[src/rtl/conbus_rr_arb_wdt.sv]
// Round-robin grant for the shared conbus, plus a watchdog that force-acks
// any stb the slaves leave unanswered for TIMEOUT cycles.
module conbus_rr_arb_wdt #(
  parameter int unsigned N_MASTERS = 2,
  parameter int unsigned TIMEOUT   = 255,
  parameter int unsigned CNT_W     = 8
) (
  input  logic                 sys_clk,
  input  logic                 sys_rst,
  input  logic [N_MASTERS-1:0] req,
  input  logic                 bus_cyc,
  input  logic                 bus_stb,
  input  logic                 bus_ack,
  output logic [N_MASTERS-1:0] gnt,
  output logic [2:0]           gnt_idx,
  output logic                 to_ack,
  output logic                 to_err,
  output logic [7:0]           err_cnt,
  output logic [2:0]           err_master
);

  localparam int unsigned IdxW = (N_MASTERS > 1) ? $clog2(N_MASTERS) : 1;
  localparam logic [N_MASTERS-1:0] OneHot0 = N_MASTERS'(1);

  logic [N_MASTERS-1:0] gnt_q, gnt_d;
  logic [2:0]           gnt_idx_q, gnt_idx_d;
  logic [CNT_W-1:0]     wd_q, wd_d;
  logic                 to_ack_q, to_ack_d;
  logic [7:0]           err_cnt_q, err_cnt_d;
  logic [2:0]           err_master_q, err_master_d;

  logic [IdxW-1:0] win, cand;
  logic            found, gnt_chg, stall, fire;

  // Rotating search starting at the holder: a holder still requesting keeps
  // the bus (no preemption); otherwise the next requester after it wins.
  // With no requests the grant stays parked on the last holder.
  always_comb begin
    win   = IdxW'(gnt_idx_q);
    found = 1'b0;
    cand  = '0;
    for (int k = 0; k < int'(N_MASTERS); k++) begin
      cand = IdxW'((int'(gnt_idx_q) + k) % int'(N_MASTERS));
      if (!found && req[cand]) begin
        win   = cand;
        found = 1'b1;
      end
    end
    gnt_d     = OneHot0 << win;
    gnt_idx_d = 3'(win);
    gnt_chg   = (gnt_d != gnt_q);
  end

  // A grant change abandons the stall count so the new master never sees a
  // timeout earned by the previous one.
  always_comb begin
    stall        = bus_cyc & bus_stb & ~bus_ack & ~to_ack_q;
    fire         = stall & ~gnt_chg & (wd_q == CNT_W'(TIMEOUT - 1));
    wd_d         = (stall && !gnt_chg && !fire) ? wd_q + 1'b1 : '0;
    to_ack_d     = fire;
    err_cnt_d    = err_cnt_q;
    err_master_d = err_master_q;
    if (fire) begin
      err_master_d = gnt_idx_q;
      if (err_cnt_q != 8'hFF) begin
        err_cnt_d = err_cnt_q + 8'd1;
      end
    end
  end

  always_ff @(posedge sys_clk) begin
    if (sys_rst) begin
      gnt_q        <= OneHot0;
      gnt_idx_q    <= '0;
      wd_q         <= '0;
      to_ack_q     <= 1'b0;
      err_cnt_q    <= '0;
      err_master_q <= '0;
    end else begin
      gnt_q        <= gnt_d;
      gnt_idx_q    <= gnt_idx_d;
      wd_q         <= wd_d;
      to_ack_q     <= to_ack_d;
      err_cnt_q    <= err_cnt_d;
      err_master_q <= err_master_d;
    end
  end

  assign gnt        = gnt_q;
  assign gnt_idx    = gnt_idx_q;
  assign to_ack     = to_ack_q;
  assign to_err     = to_ack_q;
  assign err_cnt    = err_cnt_q;
  assign err_master = err_master_q;

endmodule

[config.mk]
export PLATFORM = sky130hd
export DESIGN_NAME = conbus_rr_arb_wdt
export DESIGN_NICKNAME = d
export VERILOG_FILES = /design/src/rtl/conbus_rr_arb_wdt.sv
export SDC_FILE = /design/constraint.sdc
export NUM_CORES = 1
export LEC_CHECK = 0
export BUFFER_PORTS_ARGS = -buffer_cell sky130_fd_sc_hd__buf_2
export CAP_MARGIN = 0
export CORE_MARGIN = 2
export CORE_UTILIZATION = 45
export CTS_CLUSTER_SIZE = 24
export DETAILED_ROUTE_END_ITERATION = 8
export GPL_TIMING_DRIVEN = 1
export PLACE_DENSITY = 0.8
export SLEW_MARGIN = 25
export SYNTH_ARGS = -nofsm -noshare
export SYNTH_HDL_FRONTEND = slang
export SYNTH_SLANG_ARGS = --single-unit
export TNS_END_PERCENT = 1
[constraint.sdc]
create_clock -name sys_clk -period 4.55 [get_ports sys_clk]
set_clock_uncertainty 0.2 [all_clocks]
set_input_delay 0.91 -clock sys_clk [delete_from_list [all_inputs] [get_ports sys_clk]]
set_output_delay 0.91 -clock sys_clk [all_outputs]
set_load 0.05 [all_outputs]
; Word-level counts from Yosys, hierarchy flattened
; Index checks and enable logic that the tools add are counted.
[word_totals]
regBits = 23
in_bits = 7
out_inout_bits = 18
elab_cells = 38
[classes]
add_sub_neg = 3
order_cmp = 2
eq_ne = 3
shifts = 1
mux = 6
bitwise = 9
reduce_logical = 8
[ops]
columns = operator, count
row1 = adder 8 x 1 -> 8 bit (second input constant), 2
row2 = equality test 8 bit (second input constant), 1
row3 = != test 8 bit (second input constant), 1
row4 = two-way mux 1 bit, 6
row5 = bitwise AND 1 bit, 5
row6 = < comparator 1 x 2 -> 1 bit (second input constant), 2
row7 = NOT 1 bit, 4
row8 = logical AND 1 bit, 3
row9 = zero test 1 bit, 3
row10 = != test 2 bit, 1
row11 = AND reduction 2 bit, 1
row12 = OR reduction 2 bit, 1
row13 = << shifter 1 x 1 -> 2 bit (first input constant), 1
row14 = adder 1 bit (second input constant), 1

; Depth between registers and ports, before layout
; Gate-level depths: netlist (run 1).
[logic_depth]
word_depth = 15
mapped_depth = 6
mapped_depth_nobuf = 6

; Worst setup path before layout (run 1)
; OpenSTA, ideal clock, no wires.
[synth_path]
path_type = input -> register
from = in req[0]
to = reg err_cnt_q[5], in the netlist err_cnt[5]
setup_time_ns = 0.071
t_arrival_ns = 1.978
required_time_ns = 4.279
setup_slack_ns = 2.301
path_stages = 5
n_path_buf = 0
path_cell_list = nand2b_1 > a22o_1 > nand3_4 > or4_1 > a21oi_1
[synth_via]
elab_chain_len = 12
elab_cells_between_ends = 14
cone_classes = 1 x eq/ne / 1 x shift / 6 x mux / 3 x bitwise / 3 x reduce/logical
[synth_rtl]
columns = element, line
row1 = start: declaration, 10  ; input logic [N_MASTERS-1:0] req,
row2 = two-way mux 1 bit (not written as such) (2 in a row), 44  ; if (!found && req[cand]) begin
row3 = two-way mux 1 bit, 44
row4 = zero test 1 bit, 44
row5 = logical AND 1 bit (*), 44
row6 = two-way mux 1 bit (*), 44
row7 = << shifter 1 x 1 -> 2 bit (*), 49  ; gnt_d = OneHot0 << win;
row8 = != test 2 bit (*), 51  ; gnt_chg = (gnt_d != gnt_q);
row9 = NOT 1 bit (*), 58  ; fire = stall & ~gnt_chg & (wd_q == CNT_W'(TIMEOUT - 1));
row10 = bitwise AND 1 bit (*) (2 in a row), 58
row11 = AND reduction 2 bit (no line) (*), n/a
row12 = end signal: assignment, 84  ; err_cnt_q <= err_cnt_d;
row13 = end: declaration, 29  ; logic [7:0] err_cnt_q, err_cnt_d;
; Every way passes the cells marked *; elsewhere a longest branch is shown, timed or not. The select of a mux whose other input is x is not followed.
; A chain may end at the register's enable or synchronous reset.

; Worst setup path in the final report (run 1)
[layout_path]
from = reg err_cnt_q[3], in the netlist err_cnt[3]
to = out err_cnt[3]
[layout_rtl]
columns = element, line
row1 = end: declaration, 18  ; output logic [7:0] err_cnt,
; No word-level cell between the ends.

==> results of run 1 <==
## tightest hold or removal path, stage by stage, from the launching register on
cell     delay, ns
dfxtp_1       0.35
o31ai_1       0.07
a21oi_1       0.06
## placed cells by master, fill, tap and decap left out, types with 3 or more instances in the layout
master    count
xor2_1        6
or3_1         4
clkbuf_4      3
inv_1         4
o21ai_0       3
dfxtp_1      20
nor2_1       14
buf_2        20
conb_1        4
nand2_1       5
a21oi_1       5
ha_1          3
nand3_1       6
nand4_1       4
## state kept, by name, indices dropped and copies added, names as in the netlist
| name | cells |
|---|---|
| err_cnt | 8 |
| err_master | 1 |
| gnt | 2 |
| to_ack | 1 |
| wd_q | 8 |
## cell families after synthesis
group,after synthesis
AOI/OAI and AO/OA,14
xor gates and xnor gates,7
adders and majority gates,3
buffers and inverters,11
DFF,20
muxes,2
other,1
and+or+nand+nor,45
## layer usage
layer / share of wire / track usage
met1: 0.43 / 0.158
met2: 0.48 / 0.251
met3: 0.064 / 0.0424
met4: 0.027 / 0.111
met5: 0 / 0
## power breakdown
| group | switching, mW | internal [mW] |
|---|---|---|
| clock network | 0.0504 | 0.0488 |
| registers | 0.00130 | 0.176 |
| logic | 0.0201 | 0.00620 |
## path summary, 6_finish.rpt
kind | endpoint | from | depth (start not counted)
setup / recovery | err_cnt[3] | err_cnt[3]$_SDFFE_PP0P_ | 1
hold / removal | err_cnt[7]$_SDFFE_PP0P_ | err_cnt[7]$_SDFFE_PP0P_ | 2
setup reg to reg | err_cnt[5]$_SDFFE_PP0P_ | wd_q[2]$_SDFF_PP0_ | 5
hold reg to reg | err_cnt[7]$_SDFFE_PP0P_ | err_cnt[7]$_SDFFE_PP0P_ | 2
## layout make-up
| cell class | count | area, um2 |
|---|---|---|
| Clock buffer | 4 | 36.3 |
| Fill cell | 208 | 896 |
| Inverter | 4 | 15.0 |
| Multi-Input combinational cell | 75 | 480 |
| Sequential cell | 20 | 400 |
| Tap cell | 27 | 33.8 |
| Timing Repair Buffer | 20 | 100 |
==> run_results.csv, run 1 <==
group,metric,value,unit
run_status,status,"completed",
grt,antenna_found_initial,0,
clock_tree,cts_buffers,3,
clock_tree,htree_levels,1,
sta,tns,0,ns
placement,post-place-ws,2.10,ns
finish,drive_above_1_share,0.228,
sta,hold_slack,0.310,ns
worst_setup_path,required,3.44,ns
floorplanning,core_region_area,1960,um2
placement,dp_hpwl,1220,um
placement,placed_cells,146,
finish,fin_area,1070,um2
power,power_density,284,nW/um2
clock_tree,cts_tree,"yes",
grt,grt_max_degree,13,
yosys,avgSynthCellArea,9.06,um2
sta,period_share,0.470,
yosys,synth-seq-cells,20,
finish,areaGrowthSynthToFinish,14.2,%
yosys,mappedNetlistArea,933,um2
worst_setup_path,cp_slowest_cell,"dfxtp_1",
floorplanning,die_area,2450,um2
floorplanning,die_x,49.5,um
yosys,ys_top_cells_by_count,"dfxtp_1 (20), nor2_1 (14), buf_4 (6), nand3_1 (6), xor2_1 (6)",
clock_tree,clock-sinks,20,
worst_setup_path,path_delay_family,"flip-flops",
placement,gp_congestion,0.807,
worst_setup_path,crit_chain,"buf_2",
grt,grt_pass1_wl,2820,um
finish,final_util,0.543,
floorplanning,die_h,49.5,um
yosys,yosys.area_share.simple,0.276,
route,drcViolationCount,0,
finish,n_antenna_cell,0,
power,total_power,303,uW
worst_setup_path,crit_buf_inv,1,
yosys,synth.most_common_cell,"dfxtp_1",
yosys,yosys_warnings,0,
sta,worst_slack,2.41,ns
sta,finalHoldViolations,0,
yosys,synthFlopType,"dfxtp_1",
clock_tree,cts-resized-gates,0,
yosys,synth_top_area_frac,0.429,
worst_setup_path,start_kind,"flop",
yosys,synthMuxAreaShare,0.0214,
finish,final_cells,150,
power,p_leak,0.437,nW
route,ant_nets,0,
sta,rsz0062_at_grt,"no",
worst_setup_path,reg2reg_slack,2.56,ns
job,max-cap-violations,0,
clock_tree,ctsHoldBuffers,0,
yosys,ys_seq_area_frac,0.429,
sta,setup_viol,0,
floorplanning,num_rows,16,
worst_setup_path,crit_type,"flop to output port",
placement,numPortBuffers,20,
power,peakVddDrop,0.187,mV
sta,slew_viol_final,0,
route,drt_iter0_drc,8,
sta,fmax,0.468,GHz
clock_tree,clkLatencyLatePin,0.29,ns
grt,gr-usage-all-layers,0.150,
clock_tree,post_cts_buffers,0,
worst_setup_path,cp_slowest_stage_delay,0.43,ns
route,via_per_inst,5.16,
yosys,synthCells,103,
route,avgRoutedWirePerCell,10.4,um
yosys,synth_cell_types,30,
yosys,synthAdderAreaFrac,0.0402,
route,vias,774,
placement,dpl_cell_area,1030,um2
worst_setup_path,worstPathArrival,1.03,ns
yosys,async_flop_share,0,
yosys,synth_top_family_by_area,"simple AND/OR/NAND/NOR gates",
yosys,synth_top_area_cell,"dfxtp_1",
sta,period_minus_slack,2.14,ns
floorplanning,start_util,0.476,
yosys,synthTopCellsByArea,"dfxtp_1 (43%), nor2_1 (5.6%), xor2_1 (5.6%)",
grt,grt_overflow,0,
floorplanning,io_pins,25,
yosys,synth-edff-count,0,
yosys,synth-compound-area-share,0.0952,
clock_tree,clockBufferDepth,2,
worst_setup_path,crit_fanout,7,
worst_setup_path,cp-end-kind,"output port",
clock_tree,clk_pin_slew,0.10,ns
route,drt-total-wl,1560,um
route,drt_pass1_iterations,4,
grt,first_global_vias,688,
yosys,synthXorXnorAreaFrac,0.0657,
finish,nNetsFinal,134,
clock_tree,cts_root_buf,"clkbuf_4",
min_path,holdCritPathClass,"flop to flop",
Power figures use the tool's default switching activity.
==> run 2: changes to the inputs <==
--- a/config.mk
+++ b/config.mk
@@ -12,7 +12,7 @@
 export CTS_CLUSTER_SIZE = 24
 export DETAILED_ROUTE_END_ITERATION = 8
 export GPL_TIMING_DRIVEN = 1
-export PLACE_DENSITY = 0.8
+export PLACE_DENSITY = 0.83
 export SLEW_MARGIN = 25
 export SYNTH_ARGS = -nofsm -noshare
 export SYNTH_HDL_FRONTEND = slang
==> constraint.sdc (replaced) <==
create_clock -name sys_clk -period 1.75 [get_ports sys_clk]
set_clock_uncertainty 0.2 [all_clocks]
set_input_delay 0.35 -clock sys_clk [delete_from_list [all_inputs] [get_ports sys_clk]]
set_output_delay 0.35 -clock sys_clk [all_outputs]
set_load 0.05 [all_outputs]
==> run_results.csv, run 2 (synthesis gave the netlist of run 1 again) <==
group,metric,value,unit
run_status,status,"finished with violations",
run_status,violations,"setup timing",
power,peakVddDrop,0.639,mV
finish,final_cells,165,
finish,n_antenna_cell,0,
placement,gp_congestion,0.819,
floorplanning,num_rows,16,
floorplanning,die_x,49.5,um
placement,numPortBuffers,20,
grt,gr-usage-all-layers,0.189,
job,max-cap-violations,0,
sta,period_share,1.03,
worst_setup_path,worstPathArrival,1.84,ns
finish,final_common_cell,"buf_2",
clock_tree,htree_levels,1,
grt,grt_overflow,0,
finish,nNetsFinal,149,
finish,areaGrowthSynthToFinish,34.7,%
clock_tree,clkLatencyLatePin,0.30,ns
power,p_leak,0.526,nW
clock_tree,clock-sinks,20,
worst_setup_path,crit_fanout,7,
sta,finalHoldViolations,0,
floorplanning,core_region_area,1960,um2
placement,dp_hpwl,1490,um
route,drt_pass1_iterations,4,
worst_setup_path,required,1.78,ns
placement,dpl_cell_area,1170,um2
route,vias,866,
worst_setup_path,path_delay_family,"simple AND/OR/NAND/NOR gates",
placement,placed_cells,159,
worst_setup_path,start_kind,"flop",
finish,multi_input_comb_area,515,um2
clock_tree,clockBufferDepth,2,
clock_tree,ctsHoldBuffers,0,
finish,final-seq-area,428,um2
worst_setup_path,cp_common_cell,"and4_4",
clock_tree,cts_root_buf,"clkbuf_4",
worst_setup_path,crit_buf_inv,0,
worst_setup_path,crit_type,"flop to flop",
min_path,holdCritPathClass,"input pin to flop",
route,drt-total-wl,2060,um
floorplanning,start_util,0.476,
sta,rsz0062_at_grt,"yes",
grt,antenna_found_initial,0,
sta,period_minus_slack,1.81,ns
grt,first_global_vias,880,
route,drt_iter0_drc,18,
worst_setup_path,crit_chain,"and4_4 -> and4_4 -> nand3_4 -> or4_4 -> a21oi_2",
grt,grt_pass1_wl,3570,um
route,via_per_inst,5.25,
finish,fillers,174,
floorplanning,die_h,49.5,um
sta,tns,-0.128,ns
clock_tree,cts_tree,"yes",
sta,fmax,0.552,GHz
worst_setup_path,cp_slowest_stage_delay,0.50,ns
route,avgRoutedWirePerCell,12.5,um
clock_tree,cts_buffers,3,
route,drcViolationCount,0,
finish,layout_common_cells,"buf_2 (20), buf_4 (15), nor2_1 (14)",
route,ant_nets,0,
finish,fin_area,1260,um2
sta,slew_viol_final,0,
worst_setup_path,cp-end-kind,"flop",
power,power_density,720,nW/um2
floorplanning,io_pins,25,
sta,worst_slack,-0.0605,ns
grt,grt_max_degree,13,
floorplanning,die_area,2450,um2
sta,setup_viol,3,
finish,drive_above_1_share,0.464,
clock_tree,clk_pin_slew,0.12,ns
worst_setup_path,cp_slowest_cell,"or4_4",
-- run 2: changes by cell type in the layout (fill, tap and decap cells not counted), sizes merged --
cell,previous run,this run
clkbuf,4,3
buf,20,35
bufinv,0,1
-- run 2: worst reg2reg max path, stage by stage (launching register included) --
cell and delay, ns:
dfxtp_2 0.35, and4_4 0.24, and4_4 0.24, nand3_4 0.10, or4_4 0.50, a21oi_2 0.12
-- run 2: final cells by class --
class / count / area share
clock buffer: 3 / 0.0179
clock inverter: 1 / 0.0239
inverter: 4 / 0.0119
multi-input combinational: 75 / 0.410
sequential: 20 / 0.340
tap: 27 / 0.0269
timing repair buffer: 35 / 0.169
-- run 2: what timing repair did --
action	in CTS	in global routing
endpoints found under the setup margin	4	15
buffers inserted	1	1
resized for setup	3	4
pin swaps	2	3
-- run 2: report_power, final --
part | internal [mW] | leakage, nW | switching (mW)
sequential | 0.454 | 0.169 | 0.00384
clock | 0.231 | 0.0279 | 0.138
combinational | 0.0208 | 0.329 | 0.0569
-- run 2: layer usage --
| layer | vias up | GRT usage | routed length [um] | part of all wire |
|---|---|---|---|---|
| li1 | 424 | - | - | - |
| met1 | 419 | 0.189 | 822 | 0.40 |
| met4 | 0 | 0.106 | 12 | 0.0058 |
| met5 | - | 0 | 0 | 0 |
| met2 | 21 | 0.353 | 1140 | 0.56 |
| met3 | 2 | 0.0424 | 81 | 0.039 |
-- run 2: worst paths after layout --
check | slack (ns) | to | start | cells after the start
min reg2reg | 0.30 | err_cnt[6]$_SDFFE_PP0P_ | err_cnt[6]$_SDFFE_PP0P_ | 1
min | 0.15 | err_cnt[7]$_SDFFE_PP0P_ | sys_rst | 2
max | -0.06 | err_cnt[7]$_SDFFE_PP0P_ | wd_q[3]$_SDFF_PP0_ | 5
max reg2reg | -0.06 | err_cnt[7]$_SDFFE_PP0P_ | wd_q[3]$_SDFF_PP0_ | 5
-- run 2: per-stage QoR --
step | utilization | setup slack, ns | hold slack (ns) | total power, mW
after floorplan | - | -0.0296 | 0.253 | 0.530
after global placement | 0.594 | -0.0234 | 0.269 | 0.537
after detailed placement | 0.594 | -0.0783 | 0.280 | 0.539
after CTS | 0.629 | -0.0835 | 0.133 | 0.918
after global routing | 0.641 | -0.128 | 0.133 | 0.947
final | 0.641 | -0.0605 | 0.153 | 0.905
